`config.mk`:
```
export PLATFORM = sky130hd
export DESIGN_NAME = scale_frame_sequencer
export DESIGN_NICKNAME = d
export VERILOG_FILES = /design/src/rtl/scale_frame_sequencer.sv
export SDC_FILE = /design/constraint.sdc
export NUM_CORES = 1
export LEC_CHECK = 0
export ABC_CLOCK_PERIOD_IN_PS = 2800
export CAP_MARGIN = 20
export CORE_MARGIN = 3
export CORE_UTILIZATION = 57
export CTS_BUF_LIST = sky130_fd_sc_hd__clkbuf_8
export CTS_CLUSTER_DIAMETER = 60
export DETAILED_ROUTE_END_ITERATION = 12
export PLACE_DENSITY = 0.88
export SLEW_MARGIN = 20
export SYNTH_ARGS = -nofsm -noshare
export SYNTH_HDL_FRONTEND = slang
export SYNTH_SLANG_ARGS = --single-unit
```
`constraint.sdc`:
```
create_clock -name clk -period 2.8 [get_ports clk]
set_input_delay 0.56 -clock clk [delete_from_list [all_inputs] [get_ports clk]]
set_output_delay 0.56 -clock clk [all_outputs]
set_load 0.01 [all_outputs]
```
`src/rtl/scale_frame_sequencer.sv`:
```
// Frame-level sequencer for the RAM_RD -> DS -> US -> RAM_WR scaling pipeline.
// Raises stage run levels, collects dones, drains, and flags hung stages via a watchdog.
module scale_frame_sequencer #(
  parameter int TIMEOUT_CYCLES = 200000,
  parameter int DRAIN_CYCLES   = 4,
  parameter int FCNT_W         = 16
) (
  input  logic              clk,
  input  logic              rst_n,
  input  logic              start_i,
  input  logic              abort_i,
  input  logic [1:0]        mode_i,
  output logic              ram_rd_run_o,
  input  logic              ram_rd_done_i,
  output logic              ds_run_o,
  input  logic              ds_done_i,
  output logic              us_run_o,
  input  logic              us_done_i,
  output logic              ram_wr_run_o,
  input  logic              ram_wr_done_i,
  output logic              busy_o,
  output logic              done_o,
  output logic              err_o,
  output logic [FCNT_W-1:0] frame_cnt_o
);
  // state | meaning
  // IDLE  | waiting for start
  // PREP  | one cycle: clear seen flags, load watchdog
  // RUN   | stages running, collecting dones
  // DRAIN | runs dropped, pipeline flushing for DRAIN_CYCLES
  // DONE  | one cycle: done pulse, frame counted
  // ERR   | timeout or illegal mode, waiting for start/abort
  localparam int WD_W = $clog2(TIMEOUT_CYCLES + 1);
  localparam int DR_W = $clog2(DRAIN_CYCLES + 1);

  typedef enum logic [2:0] {
    S_IDLE, S_PREP, S_RUN, S_DRAIN, S_DONE, S_ERR
  } state_t;

  state_t          state;
  logic            mode_us;
  logic            seen_rd, seen_ds, seen_us, seen_wr;
  logic [WD_W-1:0] wd_cnt;
  logic [DR_W-1:0] drain_cnt;

  logic rd_nxt, ds_nxt, us_nxt, wr_nxt, all_done, mode_legal;

  // A done arriving together with the last other done still completes the set.
  assign rd_nxt     = seen_rd | ram_rd_done_i;
  assign ds_nxt     = seen_ds | ds_done_i;
  assign us_nxt     = seen_us | us_done_i;
  assign wr_nxt     = seen_wr | ram_wr_done_i;
  assign all_done   = rd_nxt & ds_nxt & wr_nxt & (us_nxt | ~mode_us);
  assign mode_legal = ~mode_i[1];

  always_ff @(posedge clk) begin
    if (!rst_n) begin
      state        <= S_IDLE;
      mode_us      <= 1'b0;
      seen_rd      <= 1'b0;
      seen_ds      <= 1'b0;
      seen_us      <= 1'b0;
      seen_wr      <= 1'b0;
      wd_cnt       <= '0;
      drain_cnt    <= '0;
      ram_rd_run_o <= 1'b0;
      ds_run_o     <= 1'b0;
      us_run_o     <= 1'b0;
      ram_wr_run_o <= 1'b0;
      busy_o       <= 1'b0;
      done_o       <= 1'b0;
      err_o        <= 1'b0;
      frame_cnt_o  <= '0;
    end else begin
      done_o <= 1'b0;
      if (abort_i && state != S_IDLE) begin
        state        <= S_IDLE;
        ram_rd_run_o <= 1'b0;
        ds_run_o     <= 1'b0;
        us_run_o     <= 1'b0;
        ram_wr_run_o <= 1'b0;
        busy_o       <= 1'b0;
        err_o        <= 1'b0;
      end else begin
        case (state)
          S_IDLE: begin
            if (start_i) begin
              if (mode_legal) begin
                mode_us <= mode_i[0];
                busy_o  <= 1'b1;
                state   <= S_PREP;
              end else begin
                err_o <= 1'b1;
                state <= S_ERR;
              end
            end
          end
          S_PREP: begin
            seen_rd      <= 1'b0;
            seen_ds      <= 1'b0;
            seen_us      <= 1'b0;
            seen_wr      <= 1'b0;
            wd_cnt       <= WD_W'(TIMEOUT_CYCLES - 1);
            ram_rd_run_o <= 1'b1;
            ds_run_o     <= 1'b1;
            us_run_o     <= mode_us;
            ram_wr_run_o <= 1'b1;
            state        <= S_RUN;
          end
          S_RUN: begin
            seen_rd <= rd_nxt;
            seen_ds <= ds_nxt;
            seen_us <= us_nxt;
            seen_wr <= wr_nxt;
            // Completion beats a watchdog expiring on the same cycle.
            if (all_done || wd_cnt == '0) begin
              ram_rd_run_o <= 1'b0;
              ds_run_o     <= 1'b0;
              us_run_o     <= 1'b0;
              ram_wr_run_o <= 1'b0;
              if (all_done) begin
                drain_cnt <= DR_W'(DRAIN_CYCLES - 1);
                state     <= S_DRAIN;
              end else begin
                busy_o <= 1'b0;
                err_o  <= 1'b1;
                state  <= S_ERR;
              end
            end else begin
              wd_cnt <= wd_cnt - 1'b1;
            end
          end
          S_DRAIN: begin
            if (drain_cnt == '0) begin
              done_o      <= 1'b1;
              frame_cnt_o <= frame_cnt_o + 1'b1;
              state       <= S_DONE;
            end else begin
              drain_cnt <= drain_cnt - 1'b1;
            end
          end
          S_DONE: begin
            busy_o <= 1'b0;
            state  <= S_IDLE;
          end
          S_ERR: begin
            if (start_i && mode_legal) begin
              err_o   <= 1'b0;
              mode_us <= mode_i[0];
              busy_o  <= 1'b1;
              state   <= S_PREP;
            end
          end
          default: state <= S_IDLE;
        endcase
      end
    end
  end
endmodule

```
==> results.yml <==
critical_path:
  r2r-end: "state[1]$_SDFFE_PP0P_"
  startpoint_type: "flip-flop"
  regToRegSetupSlack_ns: 0.35
  path_delay_family: "simple AND/OR/NAND/NOR gates"
  worstReg2RegStart: "wd_cnt[0]$_SDFFE_PN0P_"
  cp_slowest_stage_delay_ns: 0.53
  path_cells: "inv_1 > ha_1 > or4b_4 > or3_1 > o21bai_1 > nor3_1 > o221a_2"
  end_kind: "flip-flop"
  worst-setup-path-type: "flip-flop to flip-flop"
  cp_slowest_cell: "or4b_4"
  crit_arrival_ns: 2.66
  cp.required_ns: 3.01
  crit_buf_inv: 1
  ff2ff_path_depth: 7
  crit_fanout: 6
yosys:
  synth_edf_count: 0
  async_reset_ff_share_pct: 0
  synthTopCellsByArea: "dfxtp_1, or3_1, nor2_1"
  yosysUniqueCellTypes: 49
  syn_inst: 320
  avgSynthCellArea_um2: 8.156
  yosysTopAreaCellShare_pct: 38.35
  synth_top_area_cell: "dfxtp_1"
  ys_top_cells_by_count: "dfxtp_1, nor2_1, nor3_1"
  seq_area_frac_synth_pct: 38.35
  yosysMostFrequentCell: "dfxtp_1"
  yosys_warnings: 0
  synthFlopType: "dfxtp_1"
  synth_fp_nets: 334
  netlist_area_um2: 2610
  ys_seq_elements: 50
die:
  fp.coreArea_um2: 4202
  rows: 23
  start_util_pct: 62.12
  die_h_um: 73.67
  dieArea_um2: 5427
  io_pins: 33
  die_w_um: 73.67
layout:
  area_growth_pct: 19.42
  fin_nets: 369
  drive_above_1_share_pct: 9.270
  antenna_cells: 0
  fillers: 313
routing:
  routedWlPerCell_um: 15.39
  drc_errors: 0
  drt_first_pass_iters: 6
  drt-vias-per-instance: 6.222
  postRouteAntennaNets: 0
  vias: 2526
  wirelength_um: 6250
  drtIter0Drc: 123
run:
  cap_violations: 0
sta:
  timing.hold.ws_ns: 0.4820
  clock.fmax_mhz: 407.5
  slew-limit-headroom_pct: 54.83
  setup-violations-final: 0
  tns_ns: 0
  fin_ws_ns: 0.3462
  slew_viol_final: 0
  period_minus_slack_ns: 2.454
  worst_slew_pin_slew_ns: 0.6768
  finClkSkew_ns: 0.01197
  hold_viol: 0
  rsz0062_at_grt: "false"
  fin_crit_sh_pct: 87.63
clock_tree:
  postCtsResizedCells: 0
  cts_made_buffers: 5
  clock_path_buffers: 2
  cts_hold_repair.buffers: 0
  cts.htree.levels: 2
  cts_tree: "yes"
  clkTransAtPathRegs_ns: 0.09
  clk_latency_ns: 0.31
  ctsRootBufferMaster: "clkbuf_8"
  cts_sinks: 50
  postCtsSetupRepairBufs: 0
min_path:
  hold_path_end: "wd_cnt[7]$_SDFFE_PN0P_"
  min_from: "wd_cnt[7]$_SDFFE_PN0P_"
  min_path_cells: 2
  hp-class: "flip-flop to flip-flop"
place:
  gp_congestion: 0.8610
  hpwlAfterDp_um: 4435
  dpl_worst_slack_ns: 0.2105
  port_buffers: 32
grt:
  antenna_found_initial: 0
  grt_pass1_vias: 2359
  grt_pass1_wl_um: 10810
  grt_use_total_pct: 25.12
  grt_max_degree: 25
  grt-ovfl-total: 0
run_status:
  status: "complete, no violations"
pwr:
  irDropWorstVdd_mv: 0.6149
  p_per_area_nw_per_um2: 859.3
  leakagePower_uw: 0.001115
[cell usage in the layout (no fill, tap or decap), drive strengths merged, types with 3 or more instances in the layout]
cell type	instances
a21boi	3
o21ai	17
nor3	22
or2	4
nand2	20
clkdlybuf4s50	32
a211oi	4
nor4	4
and4	3
nand3	13
or4	7
o21bai	3
dfxtp	50
or3	20
mux2i	8
a21oi	14
a31oi	7
xnor2	9
buf	13
clkbuf	6
and3	4
nor2	32
nor2b	3
inv	11
o31ai	5
ha	4
xor2	3
nand2b	6
nand4	3
[flip-flops by register name, summed over array words and instances, names as in the netlist, 3 cells and up]
register     flops
state            3
drain_cnt        3
wd_cnt          18
frame_cnt_o     16
[where the power goes]
group	switching (uW)	internal, uW
combinational	686	553
sequential	145	842
clock	249	204
total	1080	1600
[layout make-up]
cell class              count  area (um2)  area share [%]
inverters                  10       37.54           1.204
clock inverters             2       16.27          0.5219
repair buffers             45       417.9           13.41
flip-flops and latches     50        1001           32.12
clock buffers               6       82.58           2.650
well taps                  50       62.56           2.007
multi-input cells         243        1499           48.09
[how the worst max path moves through the flow]
stage               slack (ns)                       to  cells past startpoint                    from
global route              0.21    state[1]$_SDFFE_PP0P_                      7  wd_cnt[0]$_SDFFE_PN0P_
CTS                       0.38    state[1]$_SDFFE_PP0P_                      7  wd_cnt[0]$_SDFFE_PN0P_
global placement          0.28   wd_cnt[7]$_SDFFE_PN0P_                      6                 abort_i
floorplan                 0.58  wd_cnt[16]$_SDFFE_PN0P_                      7  wd_cnt[0]$_SDFFE_PN0P_
detailed placement        0.21  wd_cnt[10]$_SDFFE_PN0P_                      7                 abort_i
finish                    0.35    state[1]$_SDFFE_PP0P_                      7  wd_cnt[0]$_SDFFE_PN0P_
[per-layer routing]
layer | vias to the layer above | GRT usage (%) | share of wire [%]
met2 | 76 | 42.22 | 49
li1 | 1238 | - | -
met3 | 17 | 4.378 | 4.7
met1 | 1195 | 31.59 | 44
met4 | 0 | 10.26 | 2.3
met5 | - | 0 | 0
[through the flow]
| stage | utilization (%) | area [um2] | total power [uW] | instances |
|---|---|---|---|---|
| global route | 74.18 | 3117 | 2890 | 406 |
| CTS | 74.18 | 3117 | 2664 | 406 |
| finish | 74.18 | 3117 | 2678 | 406 |
| global placement | 71.83 | 3018 | 2163 | 398 |
| floorplan | - | 2610 | 1885 | 320 |
| detailed placement | 71.83 | 3018 | 2206 | 398 |
[kinds of logic after synthesis]
group	after synthesis	synth area share [%]
AND/OR/NAND/NOR	151	31.11
AO/OA/AOI/OAI	66	16.44
flip-flops	50	38.35
buffers and inverters	27	4.218
XOR/XNOR	12	4.027
multiplexers	10	3.931
adder cells (fa/ha/maj)	4	1.918
[worst min-delay path, cell delays in order, from the launching register on]
cell and delay [ns]:
dfxtp_1 0.33, nand3_1 0.06, mux2i_1 0.05
Power figures use the tool's default switching activity.
